===== src/rtl/piso_shift_register.sv =====
// Parallel-in, serial-out transmitter. A word is taken through a valid/ready
// load handshake. It is then sent one bit per accepted beat on a valid/ready
// serial port. done pulses for one cycle after the final bit is accepted.
//
// state | meaning
// ------+---------------------------------------------------------------
// IDLE  | no word held; load_ready high; a load_valid edge captures a word
// SHIFT | word in flight; ser_valid high; each accepted beat moves one bit

module piso_shift_register #(
    parameter int N         = 16,
    parameter bit LSB_FIRST = 1'b1
) (
    input  logic         clk,
    input  logic         rst,
    input  logic         load_valid,
    output logic         load_ready,
    input  logic [N-1:0] load_data,
    output logic         ser_valid,
    input  logic         ser_ready,
    output logic         ser_out,
    output logic         busy,
    output logic         done
);

    localparam int CNT_W = (N > 1) ? $clog2(N) : 1;
    localparam logic [CNT_W-1:0] CNT_LAST = CNT_W'(N - 1);

    typedef enum logic {
        IDLE  = 1'b0,
        SHIFT = 1'b1
    } state_t;

    state_t           state;
    logic [N-1:0]     shreg;
    logic [CNT_W-1:0] cnt;
    logic             done_r;
    logic             out_bit;
    logic [N-1:0]     shreg_next;

    // Bit presented at the output end, and the word after one bit leaves it.
    always_comb begin
        out_bit    = LSB_FIRST ? shreg[0] : shreg[N-1];
        shreg_next = LSB_FIRST ? {1'b0, shreg[N-1:1]} : {shreg[N-2:0], 1'b0};
    end

    // Handshake FSM: capture on load, shift on accepted beats, flag the last one.
    always_ff @(posedge clk) begin
        if (rst) begin
            state  <= IDLE;
            shreg  <= '0;
            cnt    <= '0;
            done_r <= 1'b0;
        end else begin
            done_r <= 1'b0;
            case (state)
                IDLE: begin
                    if (load_valid) begin
                        shreg <= load_data;
                        cnt   <= '0;
                        state <= SHIFT;
                    end
                end
                SHIFT: begin
                    if (ser_ready) begin
                        if (cnt == CNT_LAST) begin
                            state  <= IDLE;
                            cnt    <= '0;
                            done_r <= 1'b1;
                        end else begin
                            shreg <= shreg_next;
                            cnt   <= cnt + 1'b1;
                        end
                    end
                end
                default: state <= IDLE;
            endcase
        end
    end

    // Outputs come from registered state only; rst forces them quiet.
    always_comb begin
        load_ready = (state == IDLE) && !rst;
        ser_valid  = (state == SHIFT) && !rst;
        busy       = (state == SHIFT) && !rst;
        ser_out    = (state == SHIFT) && !rst && out_bit;
        done       = done_r;
    end

endmodule


===== config.mk =====
export PLATFORM = sky130hd
export DESIGN_NAME = piso_shift_register
export DESIGN_NICKNAME = d
export VERILOG_FILES = /design/src/rtl/piso_shift_register.sv
export SDC_FILE = /design/constraint.sdc
export NUM_CORES = 1
export LEC_CHECK = 0
export ABC_AREA = 0
export BUFFER_PORTS_ARGS = -buffer_cell sky130_fd_sc_hd__clkbuf_2
export CAP_MARGIN = 20
export CORE_MARGIN = 10
export CORE_UTILIZATION = 40
export CTS_CLUSTER_DIAMETER = 50
export DETAILED_ROUTE_END_ITERATION = 12
export MAX_ROUTING_LAYER = met4
export RECOVER_POWER = 100
export SLEW_MARGIN = 20
export SYNTH_ARGS = -nofsm -noshare
export SYNTH_HDL_FRONTEND = slang
export SYNTH_SLANG_ARGS = --single-unit

===== constraint.sdc =====
create_clock -name clk -period 1.4 [get_ports clk]
set_input_delay 0.21 -clock clk [delete_from_list [all_inputs] [get_ports clk]]
set_output_delay 0.21 -clock clk [all_outputs]
set_load 0.005 [all_outputs]

==> results.py <==
metrics = {
    "layout": {
        "diodes": 0,
        "utilization_pct": 49.1,
        "design_area_sq_um": 1330,
        "drive_above_1_share_pct": 34.8,
        "syn_to_final_growth_pct": 20.0,
        "final_common_cell": "clkbuf_2",
        "final_nets": 160,
        "final_cell_mix": "clkbuf_2, dfxtp_1, a21oi_1, mux2i_1, a211oi_2",
        "stdcell_count": 169,
        "fillers": 268,
    },
    "floorplan": {
        "start_util_pct": 40.9,
        "die_area_sq_um": 5280,
        "rows": 19,
        "core_sq_um": 2710,
        "top_level_ports": 25,
        "die_height_um": 72.6,
        "die_w_um": 72.6,
    },
    "critical_path": {
        "ff2ff_path_depth": 4,
        "crit_required_ns": 1.19,
        "r2r-start": "state",
        "crit_arrival_ns": 1.10,
        "path_max_fanout": 11,
        "worstSetupPathType": "flop to output pin",
        "critPathTopFamily": "flip-flops",
        "endpoint_kind": "output pin",
        "path_buf_inv": 3,
        "r2r_end": "shreg[6]",
        "startpoint_type": "flop",
        "worst_path_max_delay_cell": "dfxtp_4",
        "crit_path_max_incr_delay_ns": 0.40,
        "worstPathCellList": "buf_12 > inv_1 > nor2_2 > clkbuf_2",
        "r2r_slack_ns": 0.10,
    },
    "place": {
        "port_buffers": 24,
        "placed_area_sq_um": 1250,
        "dpl.cell_count": 163,
        "place_ws_ns": 0.0640,
        "place_congestion": 0.781,
        "hpwl_mm": 1.77,
    },
    "route": {
        "drt_iter0_drc": 36,
        "dr.pass1.iters": 4,
        "detail_route.wl_per_cell_um": 14.0,
        "vias_per_cell": 5.37,
        "ant_nets": 0,
        "drt-total-wl_mm": 2.37,
        "vias": 907,
        "drc": 0,
    },
    "clock_tree": {
        "cts-root-buf": "clkbuf_4",
        "cts_tree": "done",
        "ctsHoldBuffers": 0,
        "path_clk_slew_ns": 0.12,
        "cts_num_sinks": 22,
        "numCtsBuffers": 3,
        "clockBufferDepth": 2,
        "ctsHtreeMaxLevel": 1,
        "clk-insertion-delay-late_ns": 0.30,
    },
    "timing": {
        "setup_viol_count_final": 0,
        "max_slew_margin_pct": 83.7,
        "hold_viol": 0,
        "setup_tns_ns": 0,
        "skew_ns": 0.00127,
        "layout_setup_ws_ns": 0.0872,
        "finalCritPeriodShare_pct": 93.8,
        "whs_ns": 0.135,
        "worst_pin_slew_ns": 0.242,
        "slew_violations": 0,
        "timing.fmax_mhz": 762,
        "period_needed_ns": 1.31,
        "rsz0062_at_grt": "no",
    },
    "min_path": {
        "hold_end": "shreg[15]",
        "worst_hold_startpoint": "load_data[15]",
        "hp-class": "primary input to flop",
        "hold-path-cell-count": 3,
    },
    "status": {
        "outcome": "complete, no violations",
    },
    "synth": {
        "ys_seq_area_share_pct": 39.7,
        "synth_seq_cells": 22,
        "yosysWarnings": 0,
        "synthesis.nets": 135,
        "ys.flop_type": "dfxtp_1",
        "synth_area_sq_um": 1110,
        "synth-edff-count": 0,
        "synthArstFlopShare_pct": 0,
        "syn_area_per_cell_sq_um": 9.72,
        "synthCells": 114,
        "ys_types": 28,
    },
    "global_routing": {
        "grt_start_max_net_pins": 17,
        "grt_pass1_wl_mm": 4.19,
        "grt_overflow": 0,
        "track_usage_pct": 9.65,
        "grt_pass1_vias": 933,
        "antenna_found_initial": 0,
    },
    "power_and_ir_drop": {
        "power_mw": 1.43,
        "power_leakage_nw": 0.527,
        "power-per-cell-area_nw_per_um2": 1080,
        "ir_drop_mv": 0.635,
    },
    "flow_run": {
        "maxCapViolCount": 0,
    },
}
==> cells by family (layout without fill, tap and decap cells) <==
kind of cell,count (synthesis),in the layout,synth area share [%]
flip-flops,22,22,39.7
adder cells (fa/ha/maj),1,1,1.13
multiplexers,16,16,14.9
AND/OR/NAND/NOR,23,23,10.6
buffers and inverters,14,38,7.22
AO/OA/AOI/OAI,38,38,26.4
==> synthesized netlist by cell type (2+ instances only) <==
library cell / n / area (sq um)
a211oi_1: 5 / 37.5
a211oi_2: 10 / 125
a21oi_1: 17 / 85.1
a31oi_1: 2 / 12.5
buf_6: 3 / 33.8
clkbuf_1: 5 / 18.8
dfxtp_1: 22 / 440
inv_1: 3 / 11.3
mux2i_1: 15 / 150
nand2_1: 3 / 11.3
nand3_1: 4 / 20.0
nand4_1: 2 / 12.5
nor2_1: 5 / 18.8
nor2b_1: 2 / 12.5
nor3_1: 3 / 15.0
==> sequential cells by signal (all words and copies together), names as in the netlist <==
signal and cells:
state 1, done 1, cnt 4, shreg 16
==> tightest hold or removal path: stages <==
cell and delay (ns):
clkbuf_2 0.08, inv_1 0.04, o32ai_1 0.07
==> cell type report <==
cell class | instances | area [sq um] | area share (%)
clock buffers | 3 | 22.5 | 1.69
clock inverters | 1 | 30.0 | 2.26
inverters | 3 | 11.3 | 0.847
multi-input cells | 78 | 603 | 45.3
flip-flops and latches | 22 | 447 | 33.6
well taps | 31 | 38.8 | 2.92
repair buffers | 31 | 178 | 13.4
==> worst max-delay path by stage <==
stage | from | endpoint | slack (ns) | depth (start not counted)
floorplan | state | shreg[0] | 0.01 | 6
global placement | state | shreg[4] | 0.11 | 3
detailed placement | state | shreg[4] | 0.06 | 3
CTS | state | busy | 0.006 | 4
global route | cnt[0] | shreg[5] | 0.006 | 5
finish | state | busy | 0.09 | 4
==> report_power, final <==
group / internal [mW] / switching [mW] / leakage (nW)
Clock: 0.289 / 0.191 / 0.0279
Combinational: 0.123 / 0.129 / 0.316
Sequential: 0.673 / 0.0273 / 0.183
==> layer usage <==
| layer | vias up | wire, um | GRT usage (%) |
|---|---|---|---|
| met3 | 2 | 110 | 2.86 |
| li1 | 477 | - | - |
| met1 | 414 | 1090 | 10.8 |
| met2 | 14 | 1140 | 15.7 |
| met4 | 0 | 24 | 3.80 |
| met5 | - | 0 | - |
==> timing repair <==
action	CTS	global route
gates resized for setup	6	1
pin swaps	0	1
setup endpoints to repair	3	3
buffers inserted	1	1
Power figures use the tool's default switching activity.
